$ cat config.mk
export PLATFORM = sky130hd
export DESIGN_NAME = pdp11_fetch_unit
export DESIGN_NICKNAME = d
export VERILOG_FILES = /design/src/rtl/pdp11_fetch_unit.sv
export SDC_FILE = /design/constraint.sdc
export NUM_CORES = 1
export LEC_CHECK = 0
export ABC_AREA = 1
export CAP_MARGIN = 15
export CORE_UTILIZATION = 45
export CTS_CLUSTER_SIZE = 25
export DETAILED_ROUTE_END_ITERATION = 8
export GPL_TIMING_DRIVEN = 0
export PLACE_DENSITY_LB_ADDON = 0.08
export SLEW_MARGIN = 20
export SYNTH_ARGS = -nofsm -noshare
export SYNTH_HDL_FRONTEND = slang
export SYNTH_SLANG_ARGS = --single-unit
export TNS_END_PERCENT = 20
$ cat constraint.sdc
create_clock -name clock -period 4 [get_ports clock]
set_clock_uncertainty 0.05 [all_clocks]
set_input_delay 0.8 -clock clock [delete_from_list [all_inputs] [get_ports clock]]
set_output_delay 0.8 -clock clock [all_outputs]
set_load 0.05 [all_outputs]
$ cat src/rtl/pdp11_fetch_unit.sv
// PDP-11 instruction fetch stage: flash request/ack port, prefetch FIFO,
// redirect with flush, and sticky odd-address fault.
module pdp11_fetch_unit #(
    parameter int unsigned DEPTH    = 2,
    parameter logic [15:0] RESET_PC = 16'o000000
) (
    input  logic        clock,
    input  logic        reset,
    output logic        mem_req,
    output logic [15:0] mem_addr,
    input  logic        mem_ack,
    input  logic [15:0] mem_rdata,
    output logic        ins_valid,
    output logic [15:0] ins_word,
    output logic [15:0] ins_pc,
    input  logic        ins_ready,
    input  logic        redirect,
    input  logic [15:0] redirect_pc,
    output logic        fetch_fault
);

    localparam int AW = (DEPTH > 1) ? $clog2(DEPTH) : 1;
    localparam int CW = $clog2(DEPTH + 1);
    localparam logic [CW-1:0] FULL = CW'(DEPTH);
    localparam logic [AW-1:0] LAST = AW'(DEPTH - 1);

    localparam logic [1:0] S_IDLE    = 2'd0;
    localparam logic [1:0] S_REQ     = 2'd1;
    localparam logic [1:0] S_DISCARD = 2'd2;
    localparam logic [1:0] S_FAULT   = 2'd3;

    logic [1:0]    state_q, state_d;
    logic          req_q, req_d;
    logic [15:0]   addr_q, addr_d;
    logic [15:0]   pc_q, pc_d;
    logic [AW-1:0] rd_q, rd_d;
    logic [AW-1:0] wr_q, wr_d;
    logic [CW-1:0] cnt_q, cnt_d;
    logic [15:0]   word_q [DEPTH];
    logic [15:0]   wpc_q  [DEPTH];

    logic outst, push, pop, faulted, issue;

    function automatic logic [AW-1:0] nxt(input logic [AW-1:0] p);
        return (p == LAST) ? '0 : p + 1'b1;
    endfunction

    always_comb begin
        // A request stays outstanding until acked, even across redirect or fault
        outst   = req_q & ~mem_ack;
        push    = req_q & mem_ack & (state_q == S_REQ) & ~redirect;
        pop     = (cnt_q != '0) & ins_ready & ~redirect;
        faulted = redirect ? redirect_pc[0] : (state_q == S_FAULT);

        if (redirect) begin
            cnt_d = '0;
            rd_d  = '0;
            wr_d  = '0;
            pc_d  = redirect_pc;
        end else begin
            cnt_d = cnt_q + CW'(push) - CW'(pop);
            rd_d  = pop ? nxt(rd_q) : rd_q;
            wr_d  = push ? nxt(wr_q) : wr_q;
            pc_d  = push ? addr_q + 16'd2 : pc_q;
        end

        // Issue decision looks at next-cycle occupancy so acks can stream
        issue  = ~faulted & ~outst & (cnt_d < FULL);
        req_d  = outst | issue;
        addr_d = issue ? pc_d : addr_q;

        if (faulted) begin
            state_d = S_FAULT;
        end else if (outst) begin
            state_d = redirect ? S_DISCARD : state_q;
        end else if (issue) begin
            state_d = S_REQ;
        end else begin
            state_d = S_IDLE;
        end
    end

    always_ff @(posedge clock or posedge reset) begin
        if (reset) begin
            state_q <= S_IDLE;
            req_q   <= 1'b0;
            addr_q  <= RESET_PC;
            pc_q    <= RESET_PC;
            rd_q    <= '0;
            wr_q    <= '0;
            cnt_q   <= '0;
            for (int i = 0; i < DEPTH; i++) begin
                word_q[i] <= 16'd0;
                wpc_q[i]  <= 16'd0;
            end
        end else begin
            state_q <= state_d;
            req_q   <= req_d;
            addr_q  <= addr_d;
            pc_q    <= pc_d;
            rd_q    <= rd_d;
            wr_q    <= wr_d;
            cnt_q   <= cnt_d;
            if (push) begin
                word_q[wr_q] <= mem_rdata;
                wpc_q[wr_q]  <= addr_q;
            end
        end
    end

    assign mem_req     = req_q;
    assign mem_addr    = addr_q;
    assign ins_valid   = (cnt_q != '0);
    assign ins_word    = word_q[rd_q];
    assign ins_pc      = wpc_q[rd_q];
    assign fetch_fault = (state_q == S_FAULT);

endmodule

==> metrics, run 1 <==
Worst setup EP type output port; via count roughly 4,200; clock input transition at the sequential cells of the worst setup and hold paths roughly 100 ps; status complete, no violations; # port buffers 87; vias per cell 4.968; routed wire length 11,710 µm; post-DP HPWL 8393 µm; RSZ-0062 raised after global routing no; top layer in use met4; detailed-route DRC error count 0; chip width 106.7 µm; Final nets 745; synth warn 0; root buf cell clkbuf_8; DRT iter0 DRCs 217; hold_buf cts 0; Max clock buf depth 2; WHS 440.5 ps; cell taking the most area after synthesis dfrtp_1; Core Area 0.01046 mm²; vias in the first global route between 4,000 and 5,000; Distinct cells, synth 27; asr flop ratio synth 1.000; CP Max Fanout 10; top cell type's share of synthesized area 0.5223; simple-gate share of the synthesized area 0.2819; crit path time final 3362 ps; Sink Count 103; final hold vios 0; gr usage total 0.2198; Slew @ Worst Pin between 500 and 600 ps; kind of critical path reg2out; Final setup viols 0; period utilization 0.8406; syn_area_per_cell ~8.1 µm²; syn nets 646; max_cap viols 0; Top FF cell, synth dfrtp_1; row count 37; R2R setup slack 1690 ps; maximum vdd drop 0.3463 mV; Mapped Cells 606; Yosys reg bits approximately 100; Pre-Repair DR Iteration Count 5; worst path required time 3150 ps; Rel. slew slack 0.6354; Worst setup SP type flip-flop; CTS Buf Count 9; Area contributors post-synth dfrtp_1 (52%), nand2_1 (20%), o21ai_1 (4.8%); die height 106.7 µm; Power Density 699.0 mW/mm²; Seq/Total Area, Yosys 0.5223; Worst-Skew Late Latency 370 ps; met1 wire length 5341 µm; Core Util, Final 0.5929; grt total ovfl 0; cells resized by post-CTS repair 0; met3 wire len 636 µm; Final Max Slew Viols 0; multiplexer share of the synthesized area 0; Worst Hold Class reg2reg; H-tree levels 3; placer congestion estimate ~0.82; Compound-Gate Fraction of Synth Area 0.1040; wire per inst 13.84 µm; initial antenna violation count 0; post-route ant nets 0; Synth Area in XOR/XNOR 0.003550; largest family of logic cells by synthesized area simple AND/OR/NAND/NOR gates; IO Pins 88; Post-CTS Setup Bufs 0; synthesized-area fraction occupied by adder cells 0.007606; Die Area 0.01139 mm²; Post-Syn Area 0.004935 mm²; layout cells sized above 1 0.1225; Leak 0.003081 µW; maximum clock rate 297.4 MHz; largest net degree at the start of global routing 70; first-pass GRT wire length 19,750 µm; CTS tree built; starting density of the core 0.4717; ANT cells 0; Worst Path Arrival 2510 ps; Layout area overhead 25.71%; DR WL met2 5584 µm; number of synthesized flops with an enable pin 0
-- path summary, 6_finish.rpt --
kind	from	endpoint	cells past startpoint
max	rd_q	ins_pc[9]	6
min reg2reg	wpc_q[18]	wpc_q[18]	2
min	wpc_q[18]	wpc_q[18]	2
max in group asynchronous	reset	mem_addr[6]	3
max reg2reg	state_q[1]	mem_addr[7]	14
min in group asynchronous	reset	word_q[13]	2
-- power by group --
| part | internal, µW | switching (µW) |
|---|---|---|
| combinational | 699 | 1390 |
| clock | 293 | 372 |
| sequential | 1360 | 221 |
-- registers in the layout, indices dropped and copies added (netlist names) --
register,cells
cnt_q,2
mem_addr,16
mem_req,1
pc_q,16
rd_q,1
state_q,2
word_q,32
wpc_q,32
wr_q,1
-- logic make-up after synthesis --
kind of cell | Yosys count
buf+inv | 82
compound gates | 85
flops | 103
fa+ha+maj | 3
simple gates | 331
xor+xnor | 2
-- placed cells by master (no fill, tap or decap), types with 2 or more instances in the layout --
| master | instances |
|---|---|
| nand2_1 | 267 |
| dfrtp_1 | 103 |
| clkdlybuf4s50_1 | 87 |
| inv_1 | 50 |
| o21ai_1 | 47 |
| o21ai_2 | 22 |
| nand3_1 | 20 |
| nor2_1 | 12 |
| o21ai_0 | 10 |
| buf_6 | 10 |
| buf_2 | 9 |
| nand2_2 | 9 |
| nand3_2 | 9 |
| clkbuf_8 | 9 |
| clkbuf_1 | 8 |
| nand4_1 | 6 |
| a21oi_1 | 4 |
| inv_2 | 3 |
| nor2_2 | 3 |
| inv_6 | 3 |
| ha_1 | 3 |
| o21bai_1 | 2 |
| or2_2 | 2 |
| clkinvlp_4 | 2 |
-- metal layers --
| layer | track usage | vias up |
|---|---|---|
| met5 | 0 | - |
| met2 | 0.3659 | 131 |
| met4 | 0.05186 | 0 |
| li1 | - | 2098 |
| met3 | 0.03343 | 14 |
| met1 | 0.3027 | 1960 |
-- critical path, stage by stage (launching register included) --
cell and delay, ps:
dfrtp_1 370, clkbuf_1 170, clkinv_1 180, clkbuf_1 390
nand2_1 110, nand2_1 100, clkdlybuf4s50_1 810
-- through the flow --
stage / total power (µW) / std cells / worst slack, ps / setup TNS (ps) / area (µm²)
global route: 4599 / 846 / 487.0 / 0 / 6203
floorplan: 3017 / 606 / 446.2 / 0 / 4935
global placement: 3658 / 829 / -1097 / -112420 / 5976
CTS: 4363 / 846 / 606.6 / 0 / 6203
finish: 4336 / 846 / 637.7 / 0 / 6203
detailed placement: 3697 / 830 / 731.4 / 0 / 6008
-- final cells by class --
type | count | area [µm²]
Clock buffer | 10 | 127.6
Tap cell | 136 | 170.2
Timing Repair Buffer | 88 | 898.4
Buffer | 27 | 191.4
Fill cell | 999 | 4259
Multi-Input combinational cell | 421 | 1959
Inverter | 55 | 211.5
Clock inverter | 6 | 67.56
Sequential cell | 103 | 2577
-- synth_stat cells (2+ instances only) --
library cell,n
a21oi_1,4
buf_2,9
o21ai_2,22
nand2_1,267
nand3_1,20
buf_6,10
inv_1,51
nor2_1,12
dfrtp_1,103
nand2_2,9
o21ai_1,47
ha_1,3
nand3_2,9
or2_2,2
inv_2,3
o21bai_1,2
nand4_1,6
clkbuf_1,7
o21ai_0,10
nor2_2,3
Power figures use the tool's default switching activity.
==> run 2, diff against run 1 <==
Clock period 4 ns to 3.5 ns, I/O delays scaled along.
==> results of run 2 <==
The final DEF is identical to that of run 1. Status: complete, no violations.
Among the figures that moved: setup slack after placement 731.4 ps -> 331.4 ps; setup slack after layout 637.7 ps -> 237.7 ps; register-to-register setup slack 1690 ps -> 1190 ps; total power 4336 µW -> 4956 µW; worst IR drop on VDD 0.3463 mV -> 0.3958 mV
==> variant 1 (flow settings as in run 1) <==
Change the parameter `DEPTH` from 2 to 1.
--- a/src/rtl/pdp11_fetch_unit.sv
+++ b/src/rtl/pdp11_fetch_unit.sv
@@ -3,3 +3,3 @@
 module pdp11_fetch_unit #(
-    parameter int unsigned DEPTH    = 2,
+    parameter int unsigned DEPTH    = 1,
     parameter logic [15:0] RESET_PC = 16'o000000
Check against the original RTL: not equivalent (a bounded check fails within 4 cycles, from zero or initial values and one cycle with reset high).
==> variant 1 against run 1 <==
- synthesized cell count down 33%
- final cell count down 29%
- synthesized area down 35%
- setup slack better by 0.80 ns
- final area down 29%
- routed wire length down 32%
- power down 17%
- critical path depth down 3
- global-route usage up 0.91 points
- sequential cell count down 35
- critical endpoint is now fetch_fault
- largest power group unchanged
==> variant 1: results <==
[outcome]
status = "complete, no violations"

[detailed_routing]
wirelength_met1_um = 3720
wl_met3_um = 468
wl_met2_um = 3590
drt-total-wl_um = 7950
dr_total_vias = 2930
initialDrtViolationCount = 136

[yosys]
synth_area_leaders = "dfrtp_1 53%, nand2_1 18%, nand3_1 5.2%, inv_1 4.1%, nor2_1 4.0%"
synthXorXnorAreaFrac_pct = 0
synthTopCellsByCount = "154 x nand2_1, 68 x dfrtp_1, 35 x inv_1"
syn-num-nets = 441
yosysSeqAreaShare_pct = 53.4
synth.distinct_cells = 29
synthAdderAreaFrac_pct = 0.393
synth-compound-area-share_pct = 6.48

[layout]
regArea_um2 = 1700
nClkBuffers = 9
drive_gt1_share_pct = 9.27
inv_count = 40
multi_input_cells = 282
multi_input_area_um2 = 1250
fillers = 630
buffer_area_share_pct = 22.1
clock_area_share_pct = 4.87
fin_nets = 540

[timing]
worstMarginPinSlew_ns = 0.575

[critical_path]
crit-reg2reg-launch = "mem_addr[2]"
timing.rr.end = "mem_addr[15]"
path_max_fanout = 3
regToRegSetupSlack_ns = 2.34
rr_worst_depth = 8
cp.arrival_ns = 1.71

[placement]
place_hpwl_um = 5670
place_congestion = 0.849
post-place-ws_ns = 1.48

[pwr]
powerClk_mw = 0.620
p_seq_share_pct = 31.5
sw_frac_of_total_pct = 47.6
p_leak_nw = 2.12

[global_route]
grt.met3_usage_pct = 3.85
grt_pass1_vias = 2829
grtUsageTotal_pct = 22.9
grt_use_met1_pct = 31.2
grtUsageMet2_pct = 36.1

[cts]
cts_sinks = 68
insertion_delay_ns = 0.35
cts.clk_slew.worst_paths_ns = 0.07

[floorplan]
die_width_um = 86.1

[min_path]
hold_end = "word_q[15]"
[variant 1: metrics by stage]
step	instances	hold slack [ns]	area (um2)	util, %
2_1_floorplan	403	0.400	3190	-
3_3_place_gp	586	0.411	4180	61.1
3_5_place_dp	587	0.415	4210	61.6
4_1_cts	603	0.436	4420	64.7
5_1_grt	603	0.451	4420	64.7
6_report	603	0.429	4420	64.7
[variant 1: worst max path at each step]
| stage | from | to | slack [ns] | cells past startpoint |
|---|---|---|---|---|
| 3_5_place_dp | redirect | mem_addr[12] | 1.48 | 8 |
| 3_3_place_gp | reset | state_q[1] | 0.26 | 2 |
| 5_1_grt | state_q[1] | fetch_fault | 1.37 | 3 |
| 6_report | state_q[1] | fetch_fault | 1.44 | 3 |
| 4_1_cts | state_q[1] | fetch_fault | 1.43 | 3 |
| 2_1_floorplan | reset | ins_valid | 1.44 | 1 |
[variant 1: worst max-delay path: stages, from the launching register on]
cell and delay [ns]:
dfrtp_1 0.41, nand2_1 0.09, inv_1 0.07, clkdlybuf4s50_1 0.80
==> variant 2 (settings of run 1) <==
Without the edit above. Make the reset (`reset`) synchronous in one clocked block.
--- a/src/rtl/pdp11_fetch_unit.sv
+++ b/src/rtl/pdp11_fetch_unit.sv
@@ -82,3 +82,3 @@
 
-    always_ff @(posedge clock or posedge reset) begin
+    always_ff @(posedge clock) begin
         if (reset) begin
Formal check against the unedited RTL: differs if reset is asserted again (counterexample within 4 cycles, from zero or initial values and one cycle with reset high); with reset held inactive, the same outputs for 4 cycles.
==> variant 2 against run 1 <==
- register-to-register slack worse by 0.28 ns
- final area is 4.0% lower
- sequential cell count is 1 higher
- via count is 14% lower
- setup slack worse by 0.18 ns
- routed wire length is 8.1% lower
- final cell count is 14% lower
- global-route usage is 1.4 points lower
- sequential share of layout area is 4.2 points higher
- first-iteration DRC count is 31% lower
- synthesized area is 4.5% lower
Power is not compared: it rests on default switching activity, and its combinational part moved more than twofold at a synthesized area within 25%.
==> variant 2: results <==
[outcome]
status = "complete, no violations"

[placement]
place_hpwl_um = 7470
dpl-instance-area_um2 = 5740
io_buffer_count = 86
place_congestion = 0.910

[yosys]
synthTopCellsByCount = "101 x nor2_1, 71 x nand2_1, 64 x edfxtp_1"
synth-main-ff-cell = "edfxtp_1"
syn-num-nets = 536
synth_area_leaders = "edfxtp_1 41%, dfxtp_1 17%, nor2_1 8.0%, mux2_2 7.6%, nand2_1 5.7%"
synthAdderAreaFrac_pct = 0.797
synthMuxAreaShare_pct = 7.65
yosysSeqAreaShare_pct = 57.8
synth.distinct_cells = 33
synth-compound-area-share_pct = 7.28
async_flop_share_pct = 0
synth_edf_count = 64
synthXorXnorAreaFrac_pct = 0.372

[detailed_routing]
initialDrtViolationCount = 149
post_drt_wl_per_cell_um = 14.7
drc = 0
vias_per_cell = 4.95
dr.pass1.iters = 4

[global_route]
antenna_found_initial = 0
grt.met3_usage_pct = 3.01
grt_max_degree = 33
grt_pass1_wl_um = 17400
grt_use_met1_pct = 25.1
grt_pass1_vias = 3642
grtUsageMet2_pct = 36.5
grtUsageTotal_pct = 20.6

[critical_path]
regToRegSetupSlack_ns = 1.41
cp.arrival_ns = 3.75
critPathMaxStageDelay_ns = 0.51

[cts]
cts_post_setup_buffers_inserted = 0
cts_buffers = 9
insertion_delay_ns = 0.38
cts_resized = 0
clockBufferDepth = 2

[pwr]
vdd_ir_drop_max_uv = 159
p_leak_nw = 2.36

[timing]
worstMarginPinSlew_ns = 0.793

[layout]
drive_gt1_share_pct = 11.2
fin_nets = 633
-- variant 2: area by class of cell --
type / instances / area (um2)
fillers: 904 / 4000
flip-flops and latches: 104 / 2720
multi-input cells: 316 / 1680
repair buffers: 86 / 861
inverters: 54 / 204
well taps: 133 / 166
clock buffers: 9 / 124
plain buffers: 22 / 111
clock inverters: 7 / 86.3
-- variant 2: cells by family after synthesis --
group / count (synthesis)
flip-flops: 104
multiplexers: 32
buffers and inverters: 76
AND/OR/NAND/NOR: 219
XOR/XNOR: 2
AO/OA/AOI/OAI: 60
adder cells (fa/ha/maj): 3
-- variant 2: worst register-to-register path: stages, from the launching register on --
cell and delay (ns):
dfxtp_1 0.32, nor2_1 0.21, nand3_2 0.20, inv_2 0.16, nand3_1 0.24, clkbuf_1 0.36, nand2_2 0.68
-- variant 2: worst paths after layout --
kind,startpoint,to,cells after the start
setup / recovery,redirect,mem_addr[2],14
hold / removal,rd_q,rd_q,2
setup reg to reg,state_q[1],word_q[0][7],6
hold reg to reg,rd_q,rd_q,2
-- variant 2: power breakdown --
group	switching, mW	total, mW	internal (mW)
sequential	0.0341	1.22	1.19
clock	0.356	0.702	0.346
combinational	0.245	0.382	0.137
-- variant 2: metrics by stage --
stage | std cells | worst slack, ns | TNS, ns | hold slack (ns)
6_report | 731 | 0.459 | 0 | 0.432
5_1_grt | 731 | 0.190 | 0 | 0.476
2_1_floorplan | 496 | 1.24 | 0 | 0.397
3_3_place_gp | 715 | -0.0483 | -1.51 | 0.406
3_5_place_dp | 715 | 0.0933 | 0 | 0.419
4_1_cts | 731 | 0.476 | 0 | 0.433
-- variant 2: per-layer routing --
metal  vias up  part of all wire, %
li1       1826                    -
met1      1687                   45
met2        90                   48
met3        16                  4.4
met4         0                  2.1
met5         -                    0
